`src/rtl/dsp_divider_pkg.sv`:
```
// Shared definitions for the iterative RV32M divider: FSM states and result constants.
package div_pkg;

    typedef enum logic [2:0] {
        IDLE,
        PREP,
        ITER,
        FIX,
        DONE
    } div_state_t;

    localparam int          DIV_ITERS     = 32;
    localparam logic [31:0] DIV_BY_ZERO_Q = 32'hFFFF_FFFF;
    localparam logic [31:0] INT_MIN       = 32'h8000_0000;

endpackage

```
`src/rtl/dsp_divider_sub32.sv`:
```
// 32-bit subtractor for the divider's trial step: diff = a - b, borrow = (a < b) unsigned.
module dsp_sub32 #(
    parameter int USE_DSP = 1
) (
    input  logic [31:0] a,
    input  logic [31:0] b,
    output logic [31:0] diff,
    output logic        borrow
);

    generate
        if (USE_DSP != 0) begin : g_dsp
            // Same split as an SB_MAC16 in bypassed ADDSUB mode: two 16-bit halves,
            // with the top half's carry chained from the bottom half.
            logic [16:0] bot;
            logic [16:0] top;
            assign bot    = {1'b0, a[15:0]} - {1'b0, b[15:0]};
            assign top    = {1'b0, a[31:16]} - {1'b0, b[31:16]} - {16'b0, bot[16]};
            assign diff   = {top[15:0], bot[15:0]};
            assign borrow = top[16];
        end else begin : g_fabric
            logic [32:0] full;
            assign full   = {1'b0, a} - {1'b0, b};
            assign diff   = full[31:0];
            assign borrow = full[32];
        end
    endgenerate

endmodule

```
`src/rtl/dsp_divider.sv`:
```
// Restoring divider for DIV/DIVU/REM/REMU: one quotient bit per cycle, start/done handshake.
module dsp_divider
    import div_pkg::*;
#(
    parameter int USE_DSP = 1,
    parameter int XLEN    = 32
) (
    input  logic            clk,
    input  logic            rst_n,
    input  logic            start,
    input  logic            is_signed,
    input  logic [XLEN-1:0] dividend,
    input  logic [XLEN-1:0] divisor,
    output logic            busy,
    output logic            done,
    output logic [XLEN-1:0] quotient,
    output logic [XLEN-1:0] remainder
);

    div_state_t      state;
    logic [XLEN-1:0] q_reg;
    logic [XLEN-1:0] r_reg;
    logic [XLEN-1:0] d_reg;
    logic [4:0]      count;
    logic            op_signed;
    logic            neg_q;
    logic            neg_r;

    logic [XLEN:0]   shifted;
    logic [XLEN-1:0] trial_lo;
    logic            trial_borrow;
    logic            no_borrow;
    logic [XLEN-1:0] a_abs;
    logic [XLEN-1:0] d_abs;

    assign shifted   = {r_reg, q_reg[XLEN-1]};
    assign no_borrow = shifted[XLEN] | ~trial_borrow;
    assign a_abs     = (op_signed && q_reg[XLEN-1]) ? -q_reg : q_reg;
    assign d_abs     = (op_signed && d_reg[XLEN-1]) ? -d_reg : d_reg;

    dsp_sub32 #(
        .USE_DSP(USE_DSP)
    ) u_sub (
        .a     (shifted[XLEN-1:0]),
        .b     (d_reg),
        .diff  (trial_lo),
        .borrow(trial_borrow)
    );

    // q_reg holds the raw dividend until PREP, then the magnitude being shifted into quotient bits.
    always_ff @(posedge clk or negedge rst_n) begin
        if (!rst_n) begin
            state     <= IDLE;
            q_reg     <= '0;
            r_reg     <= '0;
            d_reg     <= '0;
            count     <= '0;
            op_signed <= 1'b0;
            neg_q     <= 1'b0;
            neg_r     <= 1'b0;
            busy      <= 1'b0;
            done      <= 1'b0;
            quotient  <= '0;
            remainder <= '0;
        end else begin
            case (state)
                IDLE: begin
                    done <= 1'b0;
                    if (start) begin
                        q_reg     <= dividend;
                        d_reg     <= divisor;
                        op_signed <= is_signed;
                        busy      <= 1'b1;
                        state     <= PREP;
                    end
                end
                PREP: begin
                    if (d_reg == '0) begin
                        quotient  <= DIV_BY_ZERO_Q;
                        remainder <= q_reg;
                        done      <= 1'b1;
                        state     <= DONE;
                    end else if (op_signed && q_reg == INT_MIN && d_reg == '1) begin
                        quotient  <= INT_MIN;
                        remainder <= '0;
                        done      <= 1'b1;
                        state     <= DONE;
                    end else begin
                        q_reg <= a_abs;
                        d_reg <= d_abs;
                        neg_q <= op_signed & (q_reg[XLEN-1] ^ d_reg[XLEN-1]);
                        neg_r <= op_signed & q_reg[XLEN-1];
                        r_reg <= '0;
                        count <= '0;
                        state <= ITER;
                    end
                end
                ITER: begin
                    if (no_borrow) begin
                        r_reg <= trial_lo;
                        q_reg <= {q_reg[XLEN-2:0], 1'b1};
                    end else begin
                        r_reg <= shifted[XLEN-1:0];
                        q_reg <= {q_reg[XLEN-2:0], 1'b0};
                    end
                    count <= count + 5'd1;
                    if (count == 5'(DIV_ITERS - 1)) begin
                        state <= FIX;
                    end
                end
                FIX: begin
                    quotient  <= neg_q ? -q_reg : q_reg;
                    remainder <= neg_r ? -r_reg : r_reg;
                    done      <= 1'b1;
                    state     <= DONE;
                end
                DONE: begin
                    done  <= 1'b0;
                    busy  <= 1'b0;
                    state <= IDLE;
                end
                default: begin
                    state <= IDLE;
                end
            endcase
        end
    end

endmodule

```
`config.mk`:
```
export PLATFORM = sky130hd
export DESIGN_NAME = dsp_divider
export DESIGN_NICKNAME = d
export VERILOG_FILES = /design/src/rtl/dsp_divider_pkg.sv /design/src/rtl/dsp_divider_sub32.sv /design/src/rtl/dsp_divider.sv
export SDC_FILE = /design/constraint.sdc
export NUM_CORES = 1
export LEC_CHECK = 0
export ABC_AREA = 0
export CAP_MARGIN = 10
export CORE_ASPECT_RATIO = 1.75
export CORE_MARGIN = 4
export CORE_UTILIZATION = 51
export CTS_BUF_LIST = sky130_fd_sc_hd__clkbuf_16
export DETAILED_ROUTE_END_ITERATION = 16
export HOLD_SLACK_MARGIN = 0.08
export PLACE_DENSITY = 0.71
export SLEW_MARGIN = 20
export SYNTH_ARGS = -nofsm -noshare
export SYNTH_HDL_FRONTEND = slang
export SYNTH_HIERARCHICAL = 1
export SYNTH_SLANG_ARGS = --single-unit
```
`constraint.sdc`:
```
create_clock -name clk -period 11 [get_ports clk]
set_input_delay 2.2 -clock clk [delete_from_list [all_inputs] [get_ports clk]]
set_output_delay 2.2 -clock clk [all_outputs]
set_load 0.01 [all_outputs]
```
==> run metrics <==
largest net degree at the start of global routing=~100; nets=1697; first-pass GRT wire length=about 67000 um; Static Leak=about 5.9 nW; Skew-Pair Late Insertion Delay=0.45 ns; Syn Nets=between 1500 and 2000; Max-Cap Viols=0; floorplan row count=75; startpoint class of the critical path=flip-flop; final setup margin=around 5 ns; placed insts=around 1900; Final Cycle Share=a little under three fifths; Clock Skews=between 0.01 and 0.015 ns; Routed Antenna Nets=0; TritonCTS clock tree=done; Worst EP required=11.30 ns; Worst-path clk slew=~0.070 ns; final hold viol count=0; Vias=roughly 12000; Initial DRC Count=approximately 880; Port Buffer Count=between 100 and 150; count of cell types in the netlist=roughly 80; Cell Chain, Critical Path=inv_1, ha_1, fa_1, nand2b_1, a21oi_1, o211ai_1, and4b_1, o21ai_0, fa_1, inv_1, ha_1, nor2_1, fa_1, and3b_1, o211a_1, and4bb_1, mux2i_1, nand3_1, nand2b_2, mux2i_1, o21ai_0; Peak VDD IR=approximately 0.24 mV; syn avg cell area=8.215 um2; clk sinks=~170; synth warn=6; Post-synth EDFFs=0; Core Region=approximately 24000 um2; Pwr Density=366.5 nW/um2; Die H=approximately 220 um; Crit Path Max Fanout=36; final setup violating endpoints=0; initial antenna violation count=0; Pwr Total=5.275 mW; clock buffer depth=2; Post-CTS Setup Bufs=0; Setup Crit Path Kind=flip-flop to flip-flop; CP max stage delay=between 0.7 and 0.8 ns; most used cell, CP=fa_1; GPL Wtd Cong=1.026; crit path DAT=between 6 and 7 ns; DRT Pass-1 Iters=6; htree depth=4; Worst-Margin Slew=~1.1 ns; Total Neg Setup Slack=0 ns; CP Capture Type=flip-flop; total grt overflow=0; vias in the first global route=around 12000; highest clock rate=roughly 160 MHz; worst hold path type=flip-flop to flip-flop; WL/cell=between 20 and 25 um; CP max-delay cell=nand2b_2; unrepaired setup endpoints after global routing=no; Cells after Synth=roughly 1500; Post-Synthesis Cell Area=between 10000 and 15000 um2; via/cell ratio=around 6.4; io pins=approximately 130; Layout area overhead=14.96%; Seq/Total Area, Yosys=between 30 and 40%; Max-slew headroom=a little over a quarter; max-slew violations=0; status=completed; Starting Density=a little over 50%; hold_buf cts=0; ys async rst share=100.0%; Post-DP HPWL=roughly 32000 um; top_reg_cell synth=dfrtp_1; CTS buffer count=17; clk root buf=clkbuf_16; share of layout cells above drive strength 1=between 5 and 6%; #FFs+latches synth=between 150 and 200; Post-Route WL=approximately 43000 um; fin cells=about 1900; die width=approximately 130 um; die area=between 20000 and 30000 um2; placement-stage worst setup slack=roughly 5.0 ns; CTS resizes=0; fin crit period=slightly above 6 ns; DRC violations left=0; Total GRT Usage=between 30% and 40%
through the flow:
stage	util, %	area [um2]	hold slack (ns)
finish	59.68	14390	0.4899
floorplan	-	12520	0.4375
detailed placement	57.14	13780	0.4854
global route	59.67	14390	0.5381
CTS	59.55	14360	0.4942
global placement	57.14	13780	0.4645
cell families (layout without fill, tap and decap cells):
kind of cell,count (synthesis),in the layout,share of synthesized area [%]
other cells,0,1,0
compound gates,475,475,23.52
xor+xnor,93,93,6.506
fa+ha+maj,55,55,5.677
buf+inv,196,259,7.026
simple gates,494,494,19.65
flops,173,173,34.58
mux,38,38,3.048
power breakdown:
part / switching (mW) / leakage (nW) / internal (mW)
combinational: 1.77 / 3.53 / 1.39
sequential: 0.553 / 2.09 / 0.938
clock: 0.269 / 0.288 / 0.352
total: 2.59 / 5.90 / 2.68
worst paths after layout:
check	startpoint	to	slack [ns]	depth (start not counted)
setup / recovery	q_reg[31]	r_reg[12]	4.92	21
hold / removal	count[3]	count[3]	0.49	1
setup reg to reg	q_reg[31]	r_reg[12]	4.92	21
hold reg to reg	count[3]	count[3]	0.49	1
max in group asynchronous	rst_n	quotient[23]	7.79	3
min in group asynchronous	rst_n	quotient[15]	1.83	1
layer usage:
layer	wire [um]	share of wire (%)	vias to the layer above	track usage (%)
li1	-	-	5596	-
met1	14480	34	5795	32.13
met2	22200	51	493	55.69
met3	2021	4.7	171	4.571
met4	4477	10	0	26.59
met5	0	0	-	0
cells in the final DEF, fill, tap and decap left out, drive strengths merged, types with 8 or more instances in the layout:
cell           Yosys  final
o21ai            163    163
and2              14     14
o211ai            10     10
a31oi             22     22
clkdlybuf4s50      0    132
inv               81     83
a211oi            31     31
a2bb2oi           12     12
mux2i             37     37
or2                9      9
o22ai             18     18
o31ai             11     11
or3               18     18
nand2b            14     14
clkbuf            83     17
or4               19     19
a21oi            123    123
nor2             133    133
nand4             17     17
buf               32     14
xor2              43     43
clkinv             0      8
ha                52     52
a221oi            20     20
nor4              14     14
nand3             63     63
xnor2             50     50
nor3              42     42
dfrtp            173    173
a22oi             10     10
nand2            125    125
synth_stat cells, types with 8 or more instances:
cell type	n	share of area, %
or3_1	18	0.90
xor2_1	43	3.0
inv_1	80	2.4
nor2_1	131	3.9
ha_1	52	5.2
buf_6	14	1.3
nor4_1	12	0.60
and2_1	14	0.70
nor3_1	38	1.5
o21ai_1	11	0.44
nand2_1	123	3.7
xnor2_1	50	3.5
a21oi_1	123	4.9
o21ai_0	151	6.0
a31oi_1	22	1.1
a211oi_1	27	1.6
or2_2	8	0.40
buf_2	11	0.44
dfrtp_1	173	35
clkbuf_1	80	2.4
a22oi_1	9	0.54
nand3_1	63	2.5
o31ai_1	10	0.60
o22ai_1	18	0.90
a221oi_1	20	1.4
nand2b_1	14	0.70
or4_1	17	1.0
a2bb2oi_1	12	0.84
nand4_1	17	0.85
mux2i_1	37	3.0
o211ai_1	10	0.60
critical path, delay by kind of cell (launching register included):
family                   cells  cell delay (ns)
AND/OR/NAND/NOR              7             1.92
multiplexers                 2             0.47
AO/OA/AOI/OAI                5             1.14
buffers and inverters        2             0.16
flip-flops                   1             0.52
adder cells (fa/ha/maj)      5             1.67
cell type report:
class,instances,area [um2]
repair buffers,146,1450
fillers,2166,9724
clock buffers,17,425.4
well taps,308,385.4
clock inverters,15,156.4
multi-input cells,1155,7336
diodes,1,2.502
flip-flops and latches,173,4330
inverters,81,306.5
Power figures use the tool's default switching activity.
